--- src/rtl/win_seq_pkg.sv ---
// -----------------------------------------------------------------------------
// win_seq_pkg
// Shared definitions for the window sequencing controller: default parameter
// constants and the controller state encoding.
//
// Configuration macro: WIN_SEQ_FLUSH_EN adds the FLUSH state, which zero-pads
// the shift window for WIN_DEPTH cycles after every row.
// -----------------------------------------------------------------------------
package win_seq_pkg;

   localparam int DEF_PIXEL_WIDTH = 11;
   localparam int DEF_IMG_WIDTH   = 640;
   localparam int DEF_IMG_HEIGHT  = 480;
   localparam int DEF_WIN_DEPTH   = 258;
   localparam int DEF_EOL_GAP     = 4;

`ifdef WIN_SEQ_FLUSH_EN
   typedef enum logic [2:0] {
      IDLE  = 3'd0,
      RUN   = 3'd1,
      EOL   = 3'd2,
      FLUSH = 3'd3,
      DONE  = 3'd4
   } state_t;
`else
   typedef enum logic [2:0] {
      IDLE  = 3'd0,
      RUN   = 3'd1,
      EOL   = 3'd2,
      DONE  = 3'd4
   } state_t;
`endif

endpackage : win_seq_pkg

--- src/rtl/wrap_counter.sv ---
// -----------------------------------------------------------------------------
// wrap_counter
// Enabled up-counter that returns to zero after reaching a run-time terminal
// count. wrap is a combinational pulse marking the enabled cycle in which the
// count sits at the terminal value (the last cycle of a full period).
//
// Ports
//   clock  in   clock
//   rst    in   asynchronous active-high reset (count -> 0)
//   en     in   advance the count this cycle
//   term   in   terminal count (period is term+1 enabled cycles)
//   count  out  current count
//   wrap   out  en & (count == term)
// -----------------------------------------------------------------------------
module wrap_counter #(
   parameter int WIDTH = 4
) (
   input  logic             clock,
   input  logic             rst,
   input  logic             en,
   input  logic [WIDTH-1:0] term,
   output logic [WIDTH-1:0] count,
   output logic             wrap
);

   assign wrap = en && (count == term);

   // NOTE: sequential state is updated with non-blocking assignments so every
   // register samples pre-edge values regardless of block ordering.
   always_ff @(posedge clock or posedge rst) begin
      if (rst) begin
         count <= '0;
      end else if (en) begin
         count <= wrap ? '0 : count + WIDTH'(1);
      end
   end

endmodule : wrap_counter

--- src/rtl/window_seq_ctrl.sv ---
// -----------------------------------------------------------------------------
// window_seq_ctrl
// Sequences pixel columns through a shift-window datapath and its line buffer.
// One column is accepted per transfer (in_valid & in_ready) while in RUN; each
// row ends with an optional zero-pad flush (WIN_SEQ_FLUSH_EN) followed by an
// EOL_GAP-cycle turnaround, and the frame closes with a one-cycle frame_done.
//
// Configuration macro: WIN_SEQ_FLUSH_EN (undefined by default: no FLUSH state,
// pad_sel tied low).
//
// Ports
//   clock       in   single clock
//   rst         in   asynchronous active-high reset
//   start       in   frame start request, honoured only in IDLE
//   in_valid    in   upstream column valid
//   in_ready    out  controller accepts a column (RUN only)
//   win_clken   out  window shift enable (transfer, or every FLUSH cycle)
//   pad_sel     out  zero-pad select for the window inputs during FLUSH
//   lb_addr     out  line-buffer column address (current column)
//   lb_wr_en    out  line-buffer write enable (transfer)
//   row_cnt     out  current row
//   win_valid   out  window holds a full, valid neighbourhood
//   busy        out  frame in progress (any state but IDLE)
//   frame_done  out  one-cycle end-of-frame pulse
// -----------------------------------------------------------------------------
module window_seq_ctrl
   import win_seq_pkg::*;
#(
   parameter int PIXEL_WIDTH = DEF_PIXEL_WIDTH,
   parameter int IMG_WIDTH   = DEF_IMG_WIDTH,
   parameter int IMG_HEIGHT  = DEF_IMG_HEIGHT,
   parameter int WIN_DEPTH   = DEF_WIN_DEPTH,
   parameter int EOL_GAP     = DEF_EOL_GAP
) (
   input  logic                          clock,
   input  logic                          rst,
   input  logic                          start,
   input  logic                          in_valid,
   output logic                          in_ready,
   output logic                          win_clken,
   output logic                          pad_sel,
   output logic [$clog2(IMG_WIDTH)-1:0]  lb_addr,
   output logic                          lb_wr_en,
   output logic [$clog2(IMG_HEIGHT)-1:0] row_cnt,
   output logic                          win_valid,
   output logic                          busy,
   output logic                          frame_done
);

   localparam int COL_W    = $clog2(IMG_WIDTH);
   localparam int ROW_W    = $clog2(IMG_HEIGHT);
   localparam int GAP_MAX  = (WIN_DEPTH > EOL_GAP) ? WIN_DEPTH : EOL_GAP;
   localparam int GAP_W    = (GAP_MAX > 1) ? $clog2(GAP_MAX) : 1;
   localparam int EOL_TERM = (EOL_GAP > 0) ? EOL_GAP - 1 : 0;

   // The controller never touches pixel data; PIXEL_WIDTH is carried for the
   // surrounding datapath and only sanity-checked here.
   if (PIXEL_WIDTH < 1 || IMG_WIDTH < 2 || IMG_HEIGHT < 2 || WIN_DEPTH < 1 ||
       EOL_GAP < 0) begin : g_bad_params
      $error("window_seq_ctrl: illegal parameter combination");
   end

   state_t            state, state_d;
   logic              transfer;
   logic              col_wrap;
   logic              in_flush;
   logic              flush_next;
   logic              gap_en;
   logic              gap_wrap;
   logic [GAP_W-1:0]  gap_term;
   logic [GAP_W-1:0]  gap_cnt;
   logic              last_row;
   logic              row_end;
   logic              win_valid_d;

`ifdef WIN_SEQ_FLUSH_EN
   assign in_flush   = (state == FLUSH);
   assign flush_next = col_wrap;   // a row-closing transfer always enters FLUSH
`else
   assign in_flush   = 1'b0;
   assign flush_next = 1'b0;
`endif

   assign in_ready   = (state == RUN);
   assign transfer   = in_valid && in_ready;
   assign lb_wr_en   = transfer;
   assign win_clken  = transfer || in_flush;
   assign pad_sel    = in_flush;
   assign busy       = (state != IDLE);
   assign frame_done = (state == DONE);
   assign last_row   = (row_cnt == ROW_W'(IMG_HEIGHT - 1));

   // Column counter: drives lb_addr directly, wraps on the row's last transfer.
   wrap_counter #(.WIDTH(COL_W)) u_col_cnt (
      .clock (clock),
      .rst   (rst),
      .en    (transfer),
      .term  (COL_W'(IMG_WIDTH - 1)),
      .count (lb_addr),
      .wrap  (col_wrap)
   );

   // One counter times both FLUSH and EOL; it is back at zero when FLUSH hands
   // over to EOL, so only the terminal count needs to change with the state.
   assign gap_en   = (state == EOL) || in_flush;
   assign gap_term = in_flush ? GAP_W'(WIN_DEPTH - 1) : GAP_W'(EOL_TERM);

   wrap_counter #(.WIDTH(GAP_W)) u_gap_cnt (
      .clock (clock),
      .rst   (rst),
      .en    (gap_en),
      .term  (gap_term),
      .count (gap_cnt),
      .wrap  (gap_wrap)
   );

   // NOTE: every combinational output gets a default before the case so no
   // path leaves it unassigned, which would otherwise infer a latch.
   always_comb begin
      state_d = state;
      row_end = 1'b0;
      unique case (state)
         IDLE: if (start) state_d = RUN;
         RUN: begin
            if (col_wrap) begin
`ifdef WIN_SEQ_FLUSH_EN
               state_d = FLUSH;
`else
               if (EOL_GAP == 0) row_end = 1'b1;
               else              state_d = EOL;
`endif
            end
         end
`ifdef WIN_SEQ_FLUSH_EN
         FLUSH: begin
            if (gap_wrap) begin
               if (EOL_GAP == 0) row_end = 1'b1;
               else              state_d = EOL;
            end
         end
`endif
         EOL:  if (gap_wrap) row_end = 1'b1;
         DONE: state_d = IDLE;
         default: state_d = IDLE;
      endcase
      if (row_end) state_d = last_row ? DONE : RUN;
   end

   // A window is complete once WIN_DEPTH columns of the third or later row have
   // shifted in; the column that opens a flush is suppressed because FLUSH
   // cycles must never present a valid window.
   assign win_valid_d = transfer && !flush_next &&
                        (int'(lb_addr) >= WIN_DEPTH - 1) && (int'(row_cnt) >= 2);

   always_ff @(posedge clock or posedge rst) begin
      if (rst) begin
         state     <= IDLE;
         row_cnt   <= '0;
         win_valid <= 1'b0;
      end else begin
         state     <= state_d;
         win_valid <= win_valid_d;
         if (row_end) row_cnt <= last_row ? '0 : row_cnt + ROW_W'(1);
      end
   end

endmodule : window_seq_ctrl

--- config.mk ---
export PLATFORM = sky130hd
export DESIGN_NAME = window_seq_ctrl
export DESIGN_NICKNAME = d
export VERILOG_FILES = /design/src/rtl/win_seq_pkg.sv /design/src/rtl/wrap_counter.sv /design/src/rtl/window_seq_ctrl.sv
export SDC_FILE = /design/constraint.sdc
export NUM_CORES = 1
export LEC_CHECK = 0
export ABC_CLOCK_PERIOD_IN_PS = 5000
export BUFFER_PORTS_ARGS = -buffer_cell sky130_fd_sc_hd__buf_2
export CAP_MARGIN = 0
export CORE_ASPECT_RATIO = 1.25
export CORE_MARGIN = 8
export CORE_UTILIZATION = 56
export DETAILED_ROUTE_END_ITERATION = 6
export HOLD_SLACK_MARGIN = 0.15
export PLACE_DENSITY = 0.79
export SETUP_SLACK_MARGIN = 0.2
export SYNTH_ARGS = -nofsm -noshare
export SYNTH_HDL_FRONTEND = slang
export SYNTH_HIERARCHICAL = 1
export SYNTH_SLANG_ARGS = --single-unit
export TNS_END_PERCENT = 10
--- constraint.sdc ---
create_clock -name clock -period 5 [get_ports clock]
set_clock_uncertainty 0.05 [all_clocks]
set_input_delay 0.75 -clock clock [delete_from_list [all_inputs] [get_ports clock]]
set_output_delay 0.75 -clock clock [all_outputs]
set_load 0.005 [all_outputs]
After elaboration in Yosys (flattened, before gate mapping) --
Index checks and enable logic that the tools add are counted.
Cells by class: $add $sub $neg 3, reduce and logical (&&, ||, !) cells 8, eq/ne operators 9, bitwise operators 0, muxes and demuxes 10, magnitude comparators 2, shift-type cells 0, div/mod/pow operators 0, multipliers 0
Operators with widths (count):
- 9-bit by 1-bit adder with 9-bit output (second input constant) | 2
- 9-bit 2-to-1 mux | 2
- 3-bit 2-to-1 mux | 4
- 10-bit by 1-bit adder with 10-bit output (second input constant) | 1
- 10-bit == test (second input constant) | 1
- 10-bit by 9-bit greater-or-equal comparator with 1-bit output (second input constant) | 1
- 10-bit 2-to-1 mux | 1
- 9-bit by 2-bit == test with 1-bit output (second input constant) | 1
- 9-bit == test (second input constant) | 1
- 9-bit by 2-bit greater-or-equal comparator with 1-bit output (second input constant) | 1
- 3-bit one-hot mux with 3 select lines | 1
- 1-bit logical AND | 5
- 3-bit by 1-bit == test with 1-bit output (second input constant) | 1
- 3-bit by 2-bit == test with 1-bit output (second input constant) | 1
- 3-bit == test (second input constant) | 1
- 3-bit logical NOT | 1
- 3-bit by 1-bit inequality test with 1-bit output (second input constant) | 1
- 3-bit inequality test (second input constant) | 1
- 3-bit AND reduction | 1
- 3-bit nonzero test | 1
- 1-bit 2-to-1 mux | 2
- 2-bit inequality test (second input constant) | 1
Storage, ports and cells: input bits 4, memories kept 0, output and inout bits 26, bits in registers 32, word-level logic and storage cells 37, memory bits (read-only) 0, RAM bits 0, latch bits 0

Longest topological paths before layout --
depth after elaboration 6, depth in mapped cells 10, mapped depth without buffers 7

Modules after synthesis --
The synthesis kept the hierarchy.
By module, submodules not included:
- window_seq_ctrl | cells an instance 82, area each 783.3 µm², seq. area each 325.3 µm², times used 1
- wrap_counter (u_col_cnt) | cells an instance 63, area each 613.1 µm², seq. area each 250.2 µm², times used 1
- wrap_counter (u_gap_cnt) | cells an instance 55, area each 538.0 µm², seq. area each 225.2 µm², times used 1

Worst setup path before layout --
Ideal clock, no wire load.
path type register to register, start register state[1], end register row_cnt[3], data required time 4.873 ns, cell stages (with the launch flop) 11, period minus slack after synthesis 2.337 ns, buffers on the path 3, setup time 0.077 ns, data arrival time 2.210 ns, path slack 2.663 ns, cell sequence dfrtp_1 -> buf_2 -> inv_1 -> nor3_1 -> buf_2 -> nand2_1 -> nor3_4 -> nand4bb_4 -> buf_4 -> or3_1 -> a21oi_1
On the way: cells in the longest elaborated chain, start to end 4
RTL lines:
- from (decl) | RTL line window_seq_ctrl.sv:63 | state_t state, state_d;
- from (signal assigned) | RTL line window_seq_ctrl.sv:161 | state <= state_d;
- 3-bit by 2-bit == test with 1-bit output | RTL line window_seq_ctrl.sv:105 | assign gap_en = (state == EOL) || in_flush;
- net gap_en | RTL line window_seq_ctrl.sv:68 | logic gap_en;
- 1-bit logical AND | RTL line wrap_counter.sv:26 | assign wrap = en && (count == term);
- net gap_wrap | RTL line window_seq_ctrl.sv:69 | logic gap_wrap;
- 1-bit 2-to-1 mux | RTL line window_seq_ctrl.sv:142 | EOL: if (gap_wrap) row_end = 1'b1;
- 1-bit 2-to-1 mux | RTL line window_seq_ctrl.sv:122 | unique case (state)
- to (signal assigned) | RTL line window_seq_ctrl.sv:163 | if (row_end) row_cnt <= last_row ? '0 : row_cnt + ROW_W'(1);
- to (decl) | RTL line window_seq_ctrl.sv:44 | output logic [$clog2(IMG_HEIGHT)-1:0] row_cnt,
The timed path passes the listed nets, and every way through them passes these cells. A chain may end at the register's enable or synchronous reset.

Worst setup path in the final report --
start register state[1], end register row_cnt[6]
Same word-level chain as after synthesis.

==> impl_metrics.json <==
{
  "status": "finished, final reports clean",
  "routed_wl_um": 3860,
  "p_leak_nw": 0.975,
  "gr-total-overflow": 0,
  "cts_setup_buffers": 0,
  "drive_above_1_share": 0.176,
  "antenna_left": 0,
  "grt_pass1_wl_um": 6380,
  "fin_tns_setup_ns": 0,
  "netlist_area_um2": 1930,
  "endpoint_kind": "register",
  "seq_area_frac_synth": 0.414,
  "fin_crit_sh": 0.638,
  "die_w_um": 68.6,
  "ctsRootBufferMaster": "clkbuf_8",
  "cts-buffers-inserted": 5,
  "h-tree-depth": 2,
  "avgSynthCellArea_um2": 9.67,
  "finalMaxSlewViolations": 0,
  "crit_required_ns": 5.16,
  "hold_path_class": "primary input to async pin",
  "r2r_setup_slack_ns": 1.81,
  "cts_sinks": 32,
  "cp_data_arrival_time_ns": 3.35,
  "tightest_slew_ns": 0.804,
  "final_cell_mix": "32 x dfrtp_1, 30 x xnor2_1, 28 x buf_2, 23 x nor2_1, 20 x conb_1",
  "dp_cells": 276,
  "drtIter0Drc": 42,
  "max_freq_mhz": 313,
  "cts_tree": "yes",
  "netlist_instances": 200,
  "ir_drop_mv": 0.223,
  "place_hpwl_um": 2820,
  "synth_edf_count": 0,
  "fillers": 297,
  "worst_setup_path_start_kind": "register",
  "nets": 252,
  "vias": 1545,
  "power_density_nw_per_um2": 280,
  "fin_util": 0.649,
  "wl_per_cell_um": 13.6,
  "cts_buffer_depth": 2,
  "yosys_warnings": 6,
  "layout_commonest_cell": "dfrtp_1",
  "dieArea_um2": 5600,
  "track_usage": 0.151,
  "initial_core_util": 0.570,
  "max_cap_viol_count": 0,
  "setup_viol": 0,
  "vias_per_cell": 5.46,
  "layout_setup_ws_ns": 1.81,
  "clock_latency_ns": 0.29,
  "final-hold-violation-count": 0,
  "grt_max_degree": 15,
  "clkTransAtPathRegs_ns": 0.07,
  "grt_setup_unrepaired": "no",
  "coreArea_um2": 3390,
  "design_area_um2": 2200,
  "synth_cell_type_count": 38,
  "diodes": 0,
  "rows": 24,
  "dp_slack_ns": 1.81,
  "dpl_cell_area_um2": 2120,
  "ioPinCount": 30,
  "min_period_ns": 3.19,
  "io_buffers": 28,
  "synthArstFlopShare": 1.00,
  "ys_dominant_reg_cell": "dfrtp_1",
  "max-slew-margin-rel": 0.460,
  "cp_max_fo": 14,
  "layoutNonFillerInstCount": 283,
  "die_h_um": 81.7,
  "grt_pass1_vias": 1372,
  "area_growth_pct": 13.8,
  "route.detailed.drc": 0,
  "ctsHoldBuffers": 0,
  "path_class": "register to register",
  "antenna_found_initial": 0,
  "firstDrtPassIters": 4,
  "ys_seq_elements": 32,
  "routabilityCongestion": 0.791,
  "cts_resized": 0
}
report_power, final:
group / leakage [nW] / switching, mW / internal [mW]
sequential: 0.385 / 0.0447 / 0.279
clock: 0.0410 / 0.0905 / 0.0944
combinational: 0.549 / 0.0500 / 0.0572
total: 0.975 / 0.185 / 0.431
kinds of logic after synthesis:
family | Yosys count | share of synthesized area
buffers and inverters | 15 | 0.0466
xor gates and xnor gates | 37 | 0.168
DFF | 32 | 0.414
other | 2 | 0.00388
AOI/OAI and AO/OA | 23 | 0.0763
adders and majority gates | 4 | 0.0259
and+or+nand+nor | 86 | 0.261
muxes | 1 | 0.00517
layout make-up:
cell class              count  area (µm²)  area share
clock buffers               6        72.6      0.0330
multi-input cells         171        1110       0.505
well taps                  39        48.8      0.0222
flip-flops and latches     32         801       0.364
inverters                   6        22.5      0.0102
repair buffers             28         140      0.0637
clock inverters             1        5.00     0.00227
final timing paths:
check | start | endpoint | cells past startpoint
worst min register to register | state[2]$_DFFE_PP0P_ | state[1]$_DFFE_PP0P_ | 1
min in group clock | state[2]$_DFFE_PP0P_ | state[1]$_DFFE_PP0P_ | 1
worst min-delay path | rst | u_gap_cnt/count[4]$_DFFE_PP0P_ | 2
worst max register to register | state[1]$_DFFE_PP0P_ | row_cnt[6]$_DFFE_PP0P_ | 7
worst max-delay path | state[1]$_DFFE_PP0P_ | row_cnt[6]$_DFFE_PP0P_ | 7
max in group asynchronous | rst | row_cnt[1]$_DFFE_PP0P_ | 2
through the flow:
stage | hold WS (ns) | power (mW)
6_report | 0.397 | 0.616
5_1_grt | 0.421 | 0.649
4_1_cts | 0.396 | 0.624
3_5_place_dp | 0.521 | 0.436
3_3_place_gp | 0.507 | 0.433
2_1_floorplan | 0.463 | 0.397
synth_stat cells, types with 3 or more instances:
cell | instances | share of area
xnor2_1 | 30 | 0.14
nand2_1 | 15 | 0.029
nand3_1 | 6 | 0.016
nand4_1 | 11 | 0.036
nor3b_1 | 3 | 0.012
xor2_1 | 7 | 0.032
a21oi_1 | 8 | 0.021
ha_1 | 4 | 0.026
nor3_1 | 5 | 0.013
buf_2 | 3 | 0.0078
dfrtp_1 | 32 | 0.41
o21ai_0 | 5 | 0.013
or4_1 | 4 | 0.016
buf_4 | 4 | 0.016
nor4_1 | 3 | 0.0097
o31ai_1 | 4 | 0.016
nor3_2 | 3 | 0.016
nor2_1 | 23 | 0.045
inv_1 | 6 | 0.012
registers in the layout (all words and copies together), names as in the netlist:
register and cells:
u_gap_cnt/count 9, state 3, u_col_cnt/count 10, row_cnt 9, win_valid 1
critical path, stage by stage, from the launching register on:
cell       delay (ns)
dfrtp_1          0.52
inv_1            0.12
nor3_1           0.67
nand2_1          0.21
nor3_4           0.54
nand4bb_4        0.29
or4_1            0.56
a21oi_1          0.16
layer usage:
| metal | up-vias | routed length [µm] | track usage |
|---|---|---|---|
| met4 | 0 | 104 | 0.0965 |
| met2 | 34 | 1930 | 0.240 |
| li1 | 759 | - | - |
| met1 | 742 | 1640 | 0.172 |
| met3 | 10 | 190 | 0.0437 |
| met5 | - | 0 | 0 |
(Power assumes the default switching activity.)
